### src/rtl/datapath_sequencer.sv
// datapath_sequencer: fetch / decode / execute / writeback controller for a
// simple register-file + ALU datapath with single-step support.
//
// state  | meaning
// -------+---------------------------------------------------------------
// IDLE   | waiting for a start edge, outputs quiet
// FETCH  | pc presented to instruction memory for one cycle
// DECODE | instruction word valid, latched into IR
// EXEC   | operands/function driven, flags captured for ALU classes
// WB     | register write (class 00), pc and instr_count advance
// PAUSE  | single-step hold, waits for a step edge or step_mode low
// HALT   | HALT instruction reached, pc parked on its address
module datapath_sequencer #(
  parameter int PC_W = 8
) (
  input  logic            clock,
  input  logic            reset,
  input  logic            start,
  input  logic            step_mode,
  input  logic            step,
  input  logic [23:0]     instr,
  input  logic            alu_zero,
  input  logic            alu_cout,
  output logic [PC_W-1:0] pc,
  output logic [3:0]      ra,
  output logic [3:0]      rb,
  output logic [3:0]      wa,
  output logic            we,
  output logic [4:0]      alu_func,
  output logic            alu_cin,
  output logic            zflag,
  output logic            cflag,
  output logic            busy,
  output logic            halted,
  output logic [15:0]     instr_count
);

  typedef enum logic [2:0] {
    S_IDLE, S_FETCH, S_DECODE, S_EXEC, S_WB, S_PAUSE, S_HALT
  } state_t;

  localparam logic [1:0] CLS_ALU = 2'b00;
  localparam logic [1:0] CLS_BRZ = 2'b10;
  localparam logic [1:0] CLS_HALT = 2'b11;

  state_t          state_q, state_d;
  logic [PC_W-1:0] pc_q, pc_d;
  logic [23:0]     ir_q, ir_d;
  logic            zflag_q, zflag_d, cflag_q, cflag_d;
  logic [15:0]     count_q, count_d;
  logic            start_hist_q, start_hist_d, step_hist_q, step_hist_d;
  logic            busy_q, busy_d, halted_q, halted_d;
  logic            we_q, we_d, alu_cin_q, alu_cin_d;
  logic [3:0]      ra_q, ra_d, rb_q, rb_d, wa_q, wa_d;
  logic [4:0]      alu_func_q, alu_func_d;
  logic            start_edge, step_edge, exec_wb;

  // Next-state, datapath-register and registered-output computation.
  always_comb begin
    state_d      = state_q;
    pc_d         = pc_q;
    ir_d         = ir_q;
    zflag_d      = zflag_q;
    cflag_d      = cflag_q;
    count_d      = count_q;
    start_hist_d = start;
    step_hist_d  = step;
    start_edge   = start & ~start_hist_q;
    step_edge    = step & ~step_hist_q;

    case (state_q)
      S_IDLE, S_HALT: begin
        if (start_edge) begin
          state_d = S_FETCH;
          pc_d    = '0;
          zflag_d = 1'b0;
          cflag_d = 1'b0;
          count_d = 16'd0;
        end
      end
      S_FETCH: state_d = S_DECODE;
      S_DECODE: begin
        ir_d    = instr;
        state_d = (instr[23:22] == CLS_HALT) ? S_HALT : S_EXEC;
      end
      S_EXEC: begin
        // classes 00 and 01 both have bit 23 clear
        if (!ir_q[23]) begin
          zflag_d = alu_zero;
          cflag_d = alu_cout;
        end
        state_d = S_WB;
      end
      S_WB: begin
        if (ir_q[23:22] == CLS_BRZ && zflag_q) pc_d = ir_q[PC_W-1:0];
        else                                   pc_d = pc_q + PC_W'(1);
        if (count_q != 16'hFFFF) count_d = count_q + 16'd1;
        state_d = step_mode ? S_PAUSE : S_FETCH;
      end
      S_PAUSE: begin
        if (step_edge || !step_mode) state_d = S_FETCH;
      end
      default: state_d = S_IDLE;
    endcase

    // Outputs are derived from the state being entered so they register
    // cleanly and stay constant for the whole EXEC/WB pair.
    exec_wb    = (state_d == S_EXEC) || (state_d == S_WB);
    busy_d     = (state_d != S_IDLE) && (state_d != S_HALT);
    halted_d   = (state_d == S_HALT);
    ra_d       = exec_wb ? ir_d[11:8]  : 4'd0;
    rb_d       = exec_wb ? ir_d[7:4]   : 4'd0;
    alu_func_d = exec_wb ? ir_d[21:17] : 5'd0;
    alu_cin_d  = exec_wb ? ir_d[16]    : 1'b0;
    we_d       = (state_d == S_WB) && (ir_d[23:22] == CLS_ALU);
    wa_d       = we_d ? ir_d[15:12] : 4'd0;
  end

  // State and output registers with synchronous reset.
  always_ff @(posedge clock) begin
    if (reset) begin
      state_q      <= S_IDLE;
      pc_q         <= '0;
      ir_q         <= 24'd0;
      zflag_q      <= 1'b0;
      cflag_q      <= 1'b0;
      count_q      <= 16'd0;
      start_hist_q <= 1'b0;
      step_hist_q  <= 1'b0;
      busy_q       <= 1'b0;
      halted_q     <= 1'b0;
      we_q         <= 1'b0;
      wa_q         <= 4'd0;
      ra_q         <= 4'd0;
      rb_q         <= 4'd0;
      alu_func_q   <= 5'd0;
      alu_cin_q    <= 1'b0;
    end else begin
      state_q      <= state_d;
      pc_q         <= pc_d;
      ir_q         <= ir_d;
      zflag_q      <= zflag_d;
      cflag_q      <= cflag_d;
      count_q      <= count_d;
      start_hist_q <= start_hist_d;
      step_hist_q  <= step_hist_d;
      busy_q       <= busy_d;
      halted_q     <= halted_d;
      we_q         <= we_d;
      wa_q         <= wa_d;
      ra_q         <= ra_d;
      rb_q         <= rb_d;
      alu_func_q   <= alu_func_d;
      alu_cin_q    <= alu_cin_d;
    end
  end

  // A reset raised during WB must kill the write already on the port.
  assign we          = we_q & ~reset;
  assign pc          = pc_q;
  assign wa          = wa_q;
  assign ra          = ra_q;
  assign rb          = rb_q;
  assign alu_func    = alu_func_q;
  assign alu_cin     = alu_cin_q;
  assign zflag       = zflag_q;
  assign cflag       = cflag_q;
  assign busy        = busy_q;
  assign halted      = halted_q;
  assign instr_count = count_q;

endmodule

### config.mk
export PLATFORM = sky130hd
export DESIGN_NAME = datapath_sequencer
export DESIGN_NICKNAME = d
export VERILOG_FILES = /design/src/rtl/datapath_sequencer.sv
export SDC_FILE = /design/constraint.sdc
export NUM_CORES = 1
export LEC_CHECK = 0
export CAP_MARGIN = 20
export CELL_PAD_IN_SITES_DETAIL_PLACEMENT = 0
export CELL_PAD_IN_SITES_GLOBAL_PLACEMENT = 1
export CORE_ASPECT_RATIO = 0.7
export CORE_MARGIN = 2
export CORE_UTILIZATION = 30
export DETAILED_ROUTE_END_ITERATION = 8
export PLACE_DENSITY = 0.66
export SETUP_SLACK_MARGIN = 0.05
export SYNTH_ARGS = -nofsm -noshare
export SYNTH_HDL_FRONTEND = slang
export SYNTH_SLANG_ARGS = --single-unit
### constraint.sdc
create_clock -name clock -period 6.32 [get_ports clock]
set_input_delay 1.264 -clock clock [delete_from_list [all_inputs] [get_ports clock]]
set_output_delay 1.264 -clock clock [all_outputs]
set_load 0.02 [all_outputs]
== After elaboration in Yosys (flattened, before gate mapping) ==
Index checks and enable logic that the tools add are counted.

* Add/sub/neg operators: 2
* Equal/unequal tests: 16
* Multiplexer cells: 17
* Bitwise operators: 8
* Reduce and logical (&&, ||, !) cells: 17

{| class="wikitable"
|+ Operators by type and width
! kind !! count
|-
| $mux W16 || 2
|-
| $pmux W16 S2 || 1
|-
| $mux W24 || 1
|-
| $pmux W3 S6 || 1
|-
| $add A16 B1 Y16 const B || 1
|-
| $mux W8 || 2
|-
| $ne A16 B16 Y1 const B || 1
|-
| $pmux W8 S2 || 1
|-
| $eq A3 B3 Y1 const B || 5
|-
| $mux W3 || 4
|-
| $eq A3 B2 Y1 const B || 3
|-
| $add A8 B1 Y8 const B || 1
|-
| $ne A2 B2 Y1 const B || 3
|-
| $reduce_and A3 Y1 || 2
|-
| $reduce_or A2 Y1 || 3
|-
| $not A1 Y1 || 5
|-
| $eq A2 B2 Y1 const B || 2
|-
| $pmux W1 S2 || 2
|-
| $reduce_bool A2 Y1 || 2
|-
| $and A1 B1 Y1 || 3
|-
| $eq A3 B1 Y1 const B || 1
|-
| $logic_and A1 B1 Y1 || 3
|-
| $logic_not A3 Y1 || 1
|-
| $mux W1 || 3
|-
| 6 further kinds || 7
|}

* Flip-flop bits (word level): 76
* Bits of input ports: 31
* Output and inout port bits: 47
* Word-level logic and storage cells: 77

== Depth between registers and ports, before layout ==
* Word-level depth: 9
* Mapped depth: 8
* Depth with buffers taken out: 6

== Worst setup path after synthesis ==
Ideal clock, no wire load.

* Path type: input -> output
* Start: input reset
* End: output we
* Arrival: 1.769 ns
* Data required time: 5.056 ns
* Slack: 3.287 ns
* Stages on the path: 2
* Buffers on the path: 1
* Cells stage by stage: clkbuf_1 > nor2b_1

* Word-level cells in the longest chain between the ends: 2

{| class="wikitable"
|+ Ends and longest elaborated chain
! element !! RTL line !! text
|-
| from (decl) || 17 || <nowiki>input logic reset,</nowiki>
|-
| $not A1 Y1 || 159 || <nowiki>assign we = we_q & ~reset;</nowiki>
|-
| $and A1 B1 Y1 || 159 ||
|-
| to (decl) || 28 || <nowiki>output logic we,</nowiki>
|}

Every way passes these cells.

== Worst setup path after layout ==
Ends and elaborated chain as after synthesis.

==> results.json <==
{
  "die_h_um": 89.7,
  "syn_area_sq_um": 3140,
  "async_flop_share": 0,
  "p_leak_uw": 0.00143,
  "port_buffers": 77,
  "crit_required_ps": 5060,
  "wl_mm": 8.19,
  "power_uw": 1200,
  "synth_nets": 419,
  "slew_viol_final": 0,
  "hold_depth": 2,
  "arrival_ps": 2520,
  "crit_type": "in2out",
  "first_global_vias": 2677,
  "antenna_found_initial": 0,
  "cts_resized": 0,
  "dp_hpwl_mm": 5.56,
  "pre_cts_ws_ps": 2530,
  "grt_overflow": 0,
  "path_depth": 4,
  "grt_setup_unrepaired": "false",
  "drt_iter0_markers": 176,
  "p_per_area_nw_per_um2": 282,
  "pwr-share-clk": 0.405,
  "cts_tree": "yes",
  "setup_viol": 0,
  "final.setup.tns_ps": 0,
  "min_path_type": "reg2reg",
  "routabilityCongestion": 0.749,
  "cts.sinks": 76,
  "switchingPower_uw": 321,
  "min_from": "ir_q[12]",
  "cts_made_buffers": 9,
  "routedWlPerCell_um": 14.0,
  "n_antenna_cell": 0,
  "status": "finished clean",
  "vias": 2848,
  "p_int_uw": 883,
  "ys_seq_area_frac": 0.484,
  "seq_area_sq_um": 1520,
  "die_x_um": 126,
  "tightest_slew_ps": 1050,
  "yosysUniqueCellTypes": 43,
  "min_period_ps": 3780,
  "worstSkewPairLatency_ps": 330,
  "cts_setup_buffers": 0,
  "fin_ws_ps": 2540,
  "cap_violations": 0,
  "cp_slowest_stage_delay_ps": 560,
  "slew_headroom": 0.300,
  "grt_first_pass_wirelength_mm": 13.3,
  "ys_dominant_reg_cell": "dfxtp_1",
  "ys_warn_count": 0,
  "start_kind": "primary input",
  "max_freq_ghz": 0.264,
  "crit_start": "reset",
  "reg2reg_from": "state_q[1]",
  "firstDrtPassIters": 4,
  "drive_above_1_share": 0.0441,
  "fp-row-count": 31,
  "p_comb_frac": 0.149,
  "final_util": 0.415,
  "antenna_left": 0,
  "path_buf_inv": 3,
  "core_sq_um": 10300,
  "avgSynthCellArea_sq_um": 8.15,
  "synth_edf_count": 0,
  "pwr-share-seq": 0.446,
  "r2r_setup_slack_ps": 3800,
  "hold_slack_ps": 454,
  "path_max_fanout": 60,
  "critPathSlowestCell": "clkdlybuf4s50_1",
  "dieArea_sq_um": 11300,
  "syn_inst": 386,
  "layout.nets": 484,
  "via_per_inst": 4.86,
  "yosys_register_bits": 76,
  "fin_skew_ps": 7.28,
  "end_kind": "output pin",
  "cp_top_family": "buffers and inverters",
  "route.detailed.drc": 0,
  "switching_share": 0.267,
  "grt.total_usage": 0.148,
  "n_fill_cell": 1037,
  "start_util": 0.306,
  "syn_to_final_growth_pct": 35.7,
  "grt_max_degree": 61,
  "path_clk_slew_ps": 50,
  "clockRootBuffer": "clkbuf_16",
  "post_cts_hold_buffer_count": 0,
  "ir_worst_vdd_mv": 0.124,
  "period_share": 0.598,
  "multi_input_area_sq_um": 1500,
  "finalHoldViolCount": 0,
  "r2r_cells": 6,
  "io_pins": 78,
  "clockBufferDepth": 2,
  "htreeDepth": 3,
  "crit_chain": "buf_2, buf_4, nor2b_1, clkdlybuf4s50_1"
}
synthesized netlist by cell type, types with 6 or more instances:
cell | instances | area (sq um)
nor2b_1 | 9 | 56.3
o21ai_0 | 11 | 55.1
and2_1 | 6 | 37.5
nand3_1 | 11 | 55.1
clkbuf_1 | 23 | 86.3
nand2_1 | 73 | 274
nor2_1 | 36 | 135
o31ai_1 | 6 | 45.0
a21oi_1 | 49 | 245
a22oi_1 | 14 | 105
dfxtp_1 | 76 | 1520
or3_1 | 6 | 37.5
power by group through the flow:
stage          clock network (uW)  registers (uW)  logic [uW]
6_report                      487             538         179
5_1_grt                       523             542         199
4_1_cts                       505             538         181
3_5_place_dp                    0             548         180
3_3_place_gp                    0             547         178
2_1_floorplan                   0             544         121
cells in the final DEF (no fill, tap or decap), types with 3 or more instances in the layout:
cell type / n
nand2_1: 73
nand2b_1: 5
nand4_1: 4
a22oi_1: 14
o21ai_0: 11
or3_1: 6
nand3_1: 11
clkdlybuf4s50_1: 76
o211ai_1: 3
o21ai_1: 4
inv_1: 4
nor2_1: 36
dfxtp_1: 76
o31ai_1: 6
buf_4: 3
nor3b_1: 3
a21oi_1: 49
nor3_1: 5
nor2b_1: 8
and2_1: 6
xnor2_1: 4
or4_1: 5
clkbuf_16: 9
registers in the layout (all words and copies together), names as in the netlist, 3 cells and up:
name and count:
alu_func 5, ir_q 24, state_q 3, wa 4, pc 8, rb 4, instr_count 16, ra 4
routing by layer:
layer	vias up	routed length, um	global-route usage
li1	1470	-	-
met5	-	0	0
met2	50	3460	0.225
met1	1322	4290	0.203
met4	0	76	0.0360
met3	6	364	0.0533
path summary, 6_finish.rpt:
kind | end
worst min register to register | ir_q[12]
worst max register to register | ra[0]
worst max-delay path | we
worst min-delay path | ir_q[12]
logic make-up after synthesis:
kind of cell,Yosys count,share of synthesized area
muxes,1,0.00318
AOI/OAI and AO/OA,97,0.184
buffers and inverters,30,0.0390
adders and majority gates,2,0.00796
DFF,76,0.484
and+or+nand+nor,174,0.265
xor gates and xnor gates,6,0.0167
final cells by class:
type                    instances  share of cell area
clock buffers                  11              0.0546
clock inverters                 3             0.00939
inverters                       4             0.00352
multi-input cells             280               0.352
flip-flops and latches         76               0.357
well taps                     132              0.0387
repair buffers                 80               0.185
worst reg2reg max path: stages (launching register included):
cell	delay [ps]
dfxtp_1	570
nor2b_4	260
nand2b_1	550
a21oi_1	570
buf_4	270
a22oi_1	90
nor2_1	140
metrics by stage:
stage	area, sq um	std cells
floorplan	3140	386
global placement	3990	571
detailed placement	3990	572
CTS	4270	586
global route	4270	586
finish	4270	586
Note: power is estimated with default switching activity, not from simulation.
